## src/rtl/snake_sequencer.sv

```systemverilog
// rtl/snake_sequencer.sv - idle-animation snake sequencer with integrated prescaler
module snake_sequencer #(
    parameter int REGLEN = 16,
    parameter int MAXSNK = 8,
    parameter int DIVW   = 8,
    parameter int LENW   = $clog2(MAXSNK + 1)
) (
    input  logic              hz100,
    input  logic              reset,
    input  logic [DIVW-1:0]   div_lim,
    input  logic [LENW-1:0]   snk_len,
    input  logic [1:0]        mode,
    input  logic              run,
    input  logic              restart,
    output logic [REGLEN-1:0] out_reg,
    output logic              step,
    output logic              grown
);

    typedef enum logic {
        S_GROW = 1'b0,
        S_RUN  = 1'b1
    } state_t;

    localparam logic [1:0] M_LEFT   = 2'b00;
    localparam logic [1:0] M_RIGHT  = 2'b01;
    localparam logic [1:0] M_BOUNCE = 2'b10;
    localparam logic [1:0] M_HOLD   = 2'b11;

    state_t            state_q, state_d;
    logic [REGLEN-1:0] out_q, out_d;
    logic [DIVW-1:0]   cnt_q, cnt_d;
    logic [LENW-1:0]   gcnt_q, gcnt_d;
    logic [LENW-1:0]   len_q, len_d;
    logic              dir_q, dir_d;
    logic              step_q, step_d;

    logic              tick;
    logic              fill_right;
    logic [LENW-1:0]   len_clamp;
    logic [LENW-1:0]   gcnt_inc;
    logic [REGLEN-1:0] shl, shr;

    assign len_clamp = (snk_len > LENW'(MAXSNK)) ? LENW'(MAXSNK) : snk_len;
    assign gcnt_inc  = gcnt_q + LENW'(1);
    assign tick      = run && (cnt_q == div_lim);
    assign shl       = {out_q[REGLEN-2:0], 1'b0};
    assign shr       = {1'b0, out_q[REGLEN-1:1]};
    // Bounce always grows leftward; hold keeps growing on the side dir last pointed to.
    assign fill_right = (mode == M_RIGHT) || ((mode == M_HOLD) && dir_q);

    always_comb begin
        state_d = state_q;
        out_d   = out_q;
        cnt_d   = cnt_q;
        gcnt_d  = gcnt_q;
        len_d   = len_q;
        dir_d   = dir_q;
        step_d  = 1'b0;
        if (restart) begin
            len_d   = len_clamp;
            out_d   = '0;
            cnt_d   = '0;
            gcnt_d  = '0;
            dir_d   = 1'b0;
            state_d = (len_clamp == '0) ? S_RUN : S_GROW;
        end else begin
            if (run) begin
                cnt_d = tick ? '0 : cnt_q + DIVW'(1);
            end
            if (tick) begin
                step_d = 1'b1;
                if (mode == M_LEFT) begin
                    dir_d = 1'b0;
                end else if (mode == M_RIGHT) begin
                    dir_d = 1'b1;
                end
                if (state_q == S_GROW) begin
                    out_d  = fill_right ? {1'b1, out_q[REGLEN-1:1]} : {out_q[REGLEN-2:0], 1'b1};
                    gcnt_d = gcnt_inc;
                    if (gcnt_inc == len_q) begin
                        state_d = S_RUN;
                    end
                end else begin
                    case (mode)
                        M_LEFT:   out_d = {out_q[REGLEN-2:0], out_q[REGLEN-1]};
                        M_RIGHT:  out_d = {out_q[0], out_q[REGLEN-1:1]};
                        M_BOUNCE: begin
                            if (!dir_q) begin
                                out_d = shl;
                                if (shl[REGLEN-1]) begin
                                    dir_d = 1'b1;
                                end
                            end else begin
                                out_d = shr;
                                if (shr[0]) begin
                                    dir_d = 1'b0;
                                end
                            end
                        end
                        default:  step_d = 1'b0;
                    endcase
                end
            end
        end
    end

    always_ff @(posedge hz100) begin
        if (reset) begin
            len_q   <= len_clamp;
            out_q   <= '0;
            cnt_q   <= '0;
            gcnt_q  <= '0;
            dir_q   <= 1'b0;
            step_q  <= 1'b0;
            state_q <= (len_clamp == '0) ? S_RUN : S_GROW;
        end else begin
            len_q   <= len_d;
            out_q   <= out_d;
            cnt_q   <= cnt_d;
            gcnt_q  <= gcnt_d;
            dir_q   <= dir_d;
            step_q  <= step_d;
            state_q <= state_d;
        end
    end

    assign out_reg = out_q;
    assign step    = step_q;
    assign grown   = (state_q == S_RUN);

endmodule
```

## config.mk

```make
export PLATFORM = sky130hd
export DESIGN_NAME = snake_sequencer
export DESIGN_NICKNAME = d
export VERILOG_FILES = /design/src/rtl/snake_sequencer.sv
export SDC_FILE = /design/constraint.sdc
export NUM_CORES = 1
export LEC_CHECK = 0
export ABC_AREA = 1
export CAP_MARGIN = 20
export CORE_MARGIN = 5
export CORE_UTILIZATION = 56
export CTS_BUF_LIST = sky130_fd_sc_hd__clkbuf_8
export DETAILED_ROUTE_END_ITERATION = 6
export GPL_TIMING_DRIVEN = 1
export PLACE_DENSITY = 0.82
export SLEW_MARGIN = 20
export SYNTH_ARGS = -nofsm -noshare
export SYNTH_HDL_FRONTEND = slang
export SYNTH_SLANG_ARGS = --single-unit
```

## constraint.sdc

```tcl
create_clock -name hz100 -period 1.8 [get_ports hz100]
set_input_delay 0.18 -clock hz100 [delete_from_list [all_inputs] [get_ports hz100]]
set_output_delay 0.18 -clock hz100 [all_outputs]
set_load 0.005 [all_outputs]
```

# --- Word level (Yosys, flattened, before mapping) ---
# Cells that the tools add are included.
totals:
  register_bits: 35
  in_bits: 18
  wordCells: 53
  output_inout_bits: 18
op_classes:
  eq_ne: 6
  n_mux: 23
  bitwise_logic: 2
  add_sub_neg: 2
  reduce_logical: 12
  magnitude_cmp: 1
op_table:
  columns: ["operator", "count"]
  rows:
  - ["2-to-1 mux 16 bit", 3]
  - ["case mux 16 bit (3 select lines)", 1]
  - ["2-to-1 mux 1 bit", 15]
  - ["2-to-1 mux 4 bit", 3]
  - ["adder 8 x 1 -> 8 bit (second input constant)", 1]
  - ["equality test 8 bit", 1]
  - ["2-to-1 mux 8 bit", 1]
  - ["OR reduction 3 bit", 2]
  - ["adder 4 x 1 -> 4 bit (second input constant)", 1]
  - ["equality test 2 bit (second input constant)", 2]
  - ["equality test 4 bit", 1]
  - ["> comparator 4 bit (second input constant)", 1]
  - ["logical NOT 4 bit", 1]
  - ["!= test 4 x 1 -> 1 bit (second input constant)", 1]
  - ["AND reduction 2 bit", 2]
  - ["nonzero test 3 bit", 1]
  - ["equality test 2 x 1 -> 1 bit (second input constant)", 1]
  - ["logical AND 1 bit", 2]
  - ["logical NOT 2 bit", 1]
  - ["NOT 1 bit", 2]
  - ["nonzero test 2 bit", 1]
  - ["OR reduction 2 bit", 1]
  - ["logical OR 1 bit", 1]

# --- Logic depth before layout (Yosys ltp) ---
depth:
  word_depth: 7
  depth_mapped: 11
  mapped_depth_nobuf: 10

# --- Worst setup path before layout ---
# No wires, ideal clock.
synth_timing:
  kind: "register -> register"
  from: "register gcnt_q[0]"
  to: "register state_q (netlist: grown) (data pin)"
  setup_time_ps: 252
  required_time_ps: 1548
  period_less_slack_ps: 1419
  slack_ps: 381
  n_path_buf: 0
  stages_incl_launch_ff: 11
  arrival_time_ps: 1166
  path_cell_list: "dfxtp_1 ha_1 or2_2 nand2_1 nand2_1 nand2_1 nor2_1 nand3_1 nand2_1 nand2_1 nand2_1"
synth_via:
  elab_chain_cells: 7
synth_lines:
  columns: ["element", "line_no", "source"]
  rows:
  - ["start: declaration", "33", "logic [LENW-1:0] gcnt_q, gcnt_d;"]
  - ["start signal: assignment", "121", "gcnt_q <= gcnt_d;"]
  - ["adder 4 x 1 -> 4 bit", "45", "assign gcnt_inc = gcnt_q + LENW'(1);"]
  - ["equality test 4 bit", "81", "if (gcnt_inc == len_q) begin"]
  - ["2-to-1 mux 1 bit", "81", null]
  - ["2-to-1 mux 1 bit", "78", "if (state_q == S_GROW) begin"]
  - ["2-to-1 mux 1 bit", "71", "if (tick) begin"]
  - ["2-to-1 mux 1 bit", "60", "if (restart) begin"]
  - ["2-to-1 mux 1 bit", "109", "if (reset) begin"]
  - ["end signal: assignment", "116", "state_q <= (len_clamp == '0) ? S_RUN : S_GROW;"]
  - ["end signal: assignment", "124", "state_q <= state_d;"]
  - ["end: declaration", "30", "state_t state_q, state_d;"]
# Every way passes these cells. The select of a mux whose other input is x is not followed.
# A chain may end at the register's enable or synchronous reset.

# --- Worst setup path after layout ---
layout_timing:
  from: "register state_q (netlist: grown)"
  to: "output port grown"
layout_lines:
  columns: ["element", "line_no", "source"]
  rows:
  - ["end: declaration", "17", "output logic grown"]
# No word-level cell between the ends.

==> run_results.csv <==
group,metric,value,unit
pwr,switching_share,27.4,%
cts,cts_sinks,35,
floorplanning,rows,24,
yosys,synth.cell_area,0.00246,mm^2
worst_setup_path,cp-start-kind,"flop",
worst_setup_path,critPathKind,"reg -> out",
sta,worstMarginPinSlew,0.389,ns
yosys,ys_ff_latch,35,
pwr,p_clk_share,33.1,%
place,hpwl,4200,um
cts,clockBufferDepth,2,
worst_setup_path,crit_fanout,35,
sta,tns,0,ns
cts,cts_tree,"built",
worst_setup_path,crit_path_end_kind,"primary output",
pwr,switchingPower,0.449,mW
drt,drc,0,
worst_setup_path,rrSetupSlack,0.23,ns
cts,postCtsHoldBufs,0,
finish,largest_register_ffs,16,
cts,numCtsBuffers,5,
finish,fillers,408,
hold_path,hp-class,"reg -> reg",
outcome,run_status,"finished clean",
drt,drt.antenna.violating_nets,0,
pwr,peakVddDrop,0.421,mV
floorplanning,core,0.00429,mm^2
drt,drtPass1Iterations,4,
finish,diodes,0,
yosys,syn_nets,430,
grt,grtUsageTotal,20.6,%
cts,clk_pin_slew,0.07,ns
finish,post-route-cell-area,0.00305,mm^2
sta,fin_skew,0.00436,ns
yosys,yosysSeqAreaShare,30.5,%
floorplanning,die_h,76.3,um
yosys,synth_area_leaders,"dfxtp_1, nand2_1, nand3_1, inv_1, o21ai_0",
pwr,internal_power,1.19,mW
floorplanning,start_util,57.3,%
finish,nets,476,
sta,finalCriticalPeriod,1.70,ns
worst_setup_path,cp.arrival,1.52,ns
cts,cts-root-buf,"clkbuf_8",
pwr,power_frac_comb,17.3,%
yosys,yosysTopAreaCell,"dfxtp_1",
floorplanning,die_w,76.3,um
yosys,syn_area_per_cell,6.06,um^2
finish,fin_cells,505,
cts,cts_resized,0,
grt,grt_max_degree,36,
place,numPortBuffers,35,
grt,grt_pass1_wl,10100,um
yosys,syn_inst,406,
worst_setup_path,cp.required,1.62,ns
floorplanning,io_pins,36,
sta,relSlewSlack,74.0,%
flow_run,maxCapViolations,0,
drt,via_per_inst,5.04,
cts,htree_levels,2,
floorplanning,dieArea,0.00582,mm^2
yosys,yosysWarnings,0,
pwr,power.leakage,1.31,nW
grt,overflow,0,
drt,vias,2544,
finish,mostFrequentLayoutCell,"nand2_1",
pwr,seqPwrFrac,49.6,%
drt,wl_per_cell,11.3,um
place,gp_congestion,0.848,
sta,rsz0062_at_grt,"no",
finish,areaGrowthSynthToFinish,23.9,%
drt,drtIter0Drc,120,
cts,post_cts_buffers,0,
yosys,yosys.cell_types.count,33,
grt,antenna_found_initial,0,
sta,drv_slew,0,
sta,post-route-period-util,94.5,%
finish,final_cell_mix,"nand2_1, inv_1, nand3_1",
sta,setup_violations,0,
sta,clock.fmax,588,MHz
grt,grt_pass1_vias,2331,
finish,utilization,71.0,%
finish,drive_gt1_share,9.71,%
yosys,synth_top_cell_area_share,24.4,%
sta,hold_viol,0,
place,place_inst,497,
place,place_area,0.00297,mm^2
drt,drt_wl_total,5710,um
cts,clock_latency,0.29,ns
pwr,power.density,537,mW/mm^2
final timing paths:
kind,start,to,cells after the start
worst max-delay path,grown$_DFFE_PP_,grown,2
worst min-delay path,dir_q$_SDFFE_PP0P_,dir_q$_SDFFE_PP0P_,2
worst min register to register,dir_q$_SDFFE_PP0P_,dir_q$_SDFFE_PP0P_,2
worst max register to register,gcnt_q[0]$_SDFFE_PP0P_,grown$_DFFE_PP_,10
worst max-delay path: stages, from the launching register on:
cell and delay, ns:
edfxtp_1 0.35, buf_4 0.32, clkdlybuf4s50_1 0.57
Yosys cell counts:
cell	number
edfxtp_1	5
nor3b_1	1
o31ai_1	2
o21ai_1	1
nor2_1	42
nand3_1	50
a21oi_2	1
clkbuf_1	5
buf_1	1
dfxtp_1	30
xnor2_1	3
nand3_4	1
o21ai_0	36
a31oi_1	1
buf_6	1
nand3b_1	1
buf_2	8
ha_1	6
nand2_1	115
and2_1	1
a21oi_1	7
nor2_2	1
nor2_4	1
inv_1	58
or2_2	1
nand3_2	1
xor2_1	4
a211oi_1	1
inv_2	5
nor3_1	6
nand2_2	8
nand4_1	1
buf_4	1
through the flow:
| step | hold WS, ns | total power, mW | setup slack (ns) |
|---|---|---|---|
| 6_report | 0.527 | 1.64 | 0.0981 |
| 5_1_grt | 0.558 | 1.74 | 0.00746 |
| 4_1_cts | 0.533 | 1.66 | 0.0894 |
| 3_5_place_dp | 0.523 | 1.11 | -0.140 |
| 3_3_place_gp | 0.502 | 1.10 | -0.0860 |
| 2_1_floorplan | 0.334 | 0.993 | 0.381 |
layout make-up:
| cell class | instances | area, um^2 | share of cell area, % |
|---|---|---|---|
| clock buffers | 5 | 68.8 | 2.26 |
| repair buffers | 55 | 526 | 17.2 |
| well taps | 52 | 65.1 | 2.13 |
| flip-flops and latches | 35 | 751 | 24.6 |
| inverters | 63 | 236 | 7.75 |
| multi-input cells | 292 | 1390 | 45.7 |
| clock inverters | 3 | 11.3 | 0.369 |
cell families (layout without fill, tap and decap cells):
kind of cell	Yosys count	in the layout	synth area share, %
and+or+nand+nor	230	230	40.6
DFF	35	35	30.5
buffers and inverters	79	126	12.9
xor gates and xnor gates	7	7	2.49
adders and majority gates	6	6	3.05
AOI/OAI and AO/OA	49	49	10.5
power groups by stage:
stage	clock, mW	combinational [mW]	sequential [mW]
floorplan	0	0.164	0.829
global placement	0	0.274	0.830
detailed placement	0	0.279	0.831
CTS	0.563	0.281	0.813
global route	0.604	0.318	0.814
finish	0.542	0.283	0.813
per-layer routing:
layer,up-vias,wire [um],global-route usage [%]
met2,68,2700,34.3
met5,-,0,0
met1,1097,2530,25.6
met3,12,370,3.66
li1,1367,-,-
met4,0,112,9.62
Note: power is estimated with default switching activity, not from simulation.
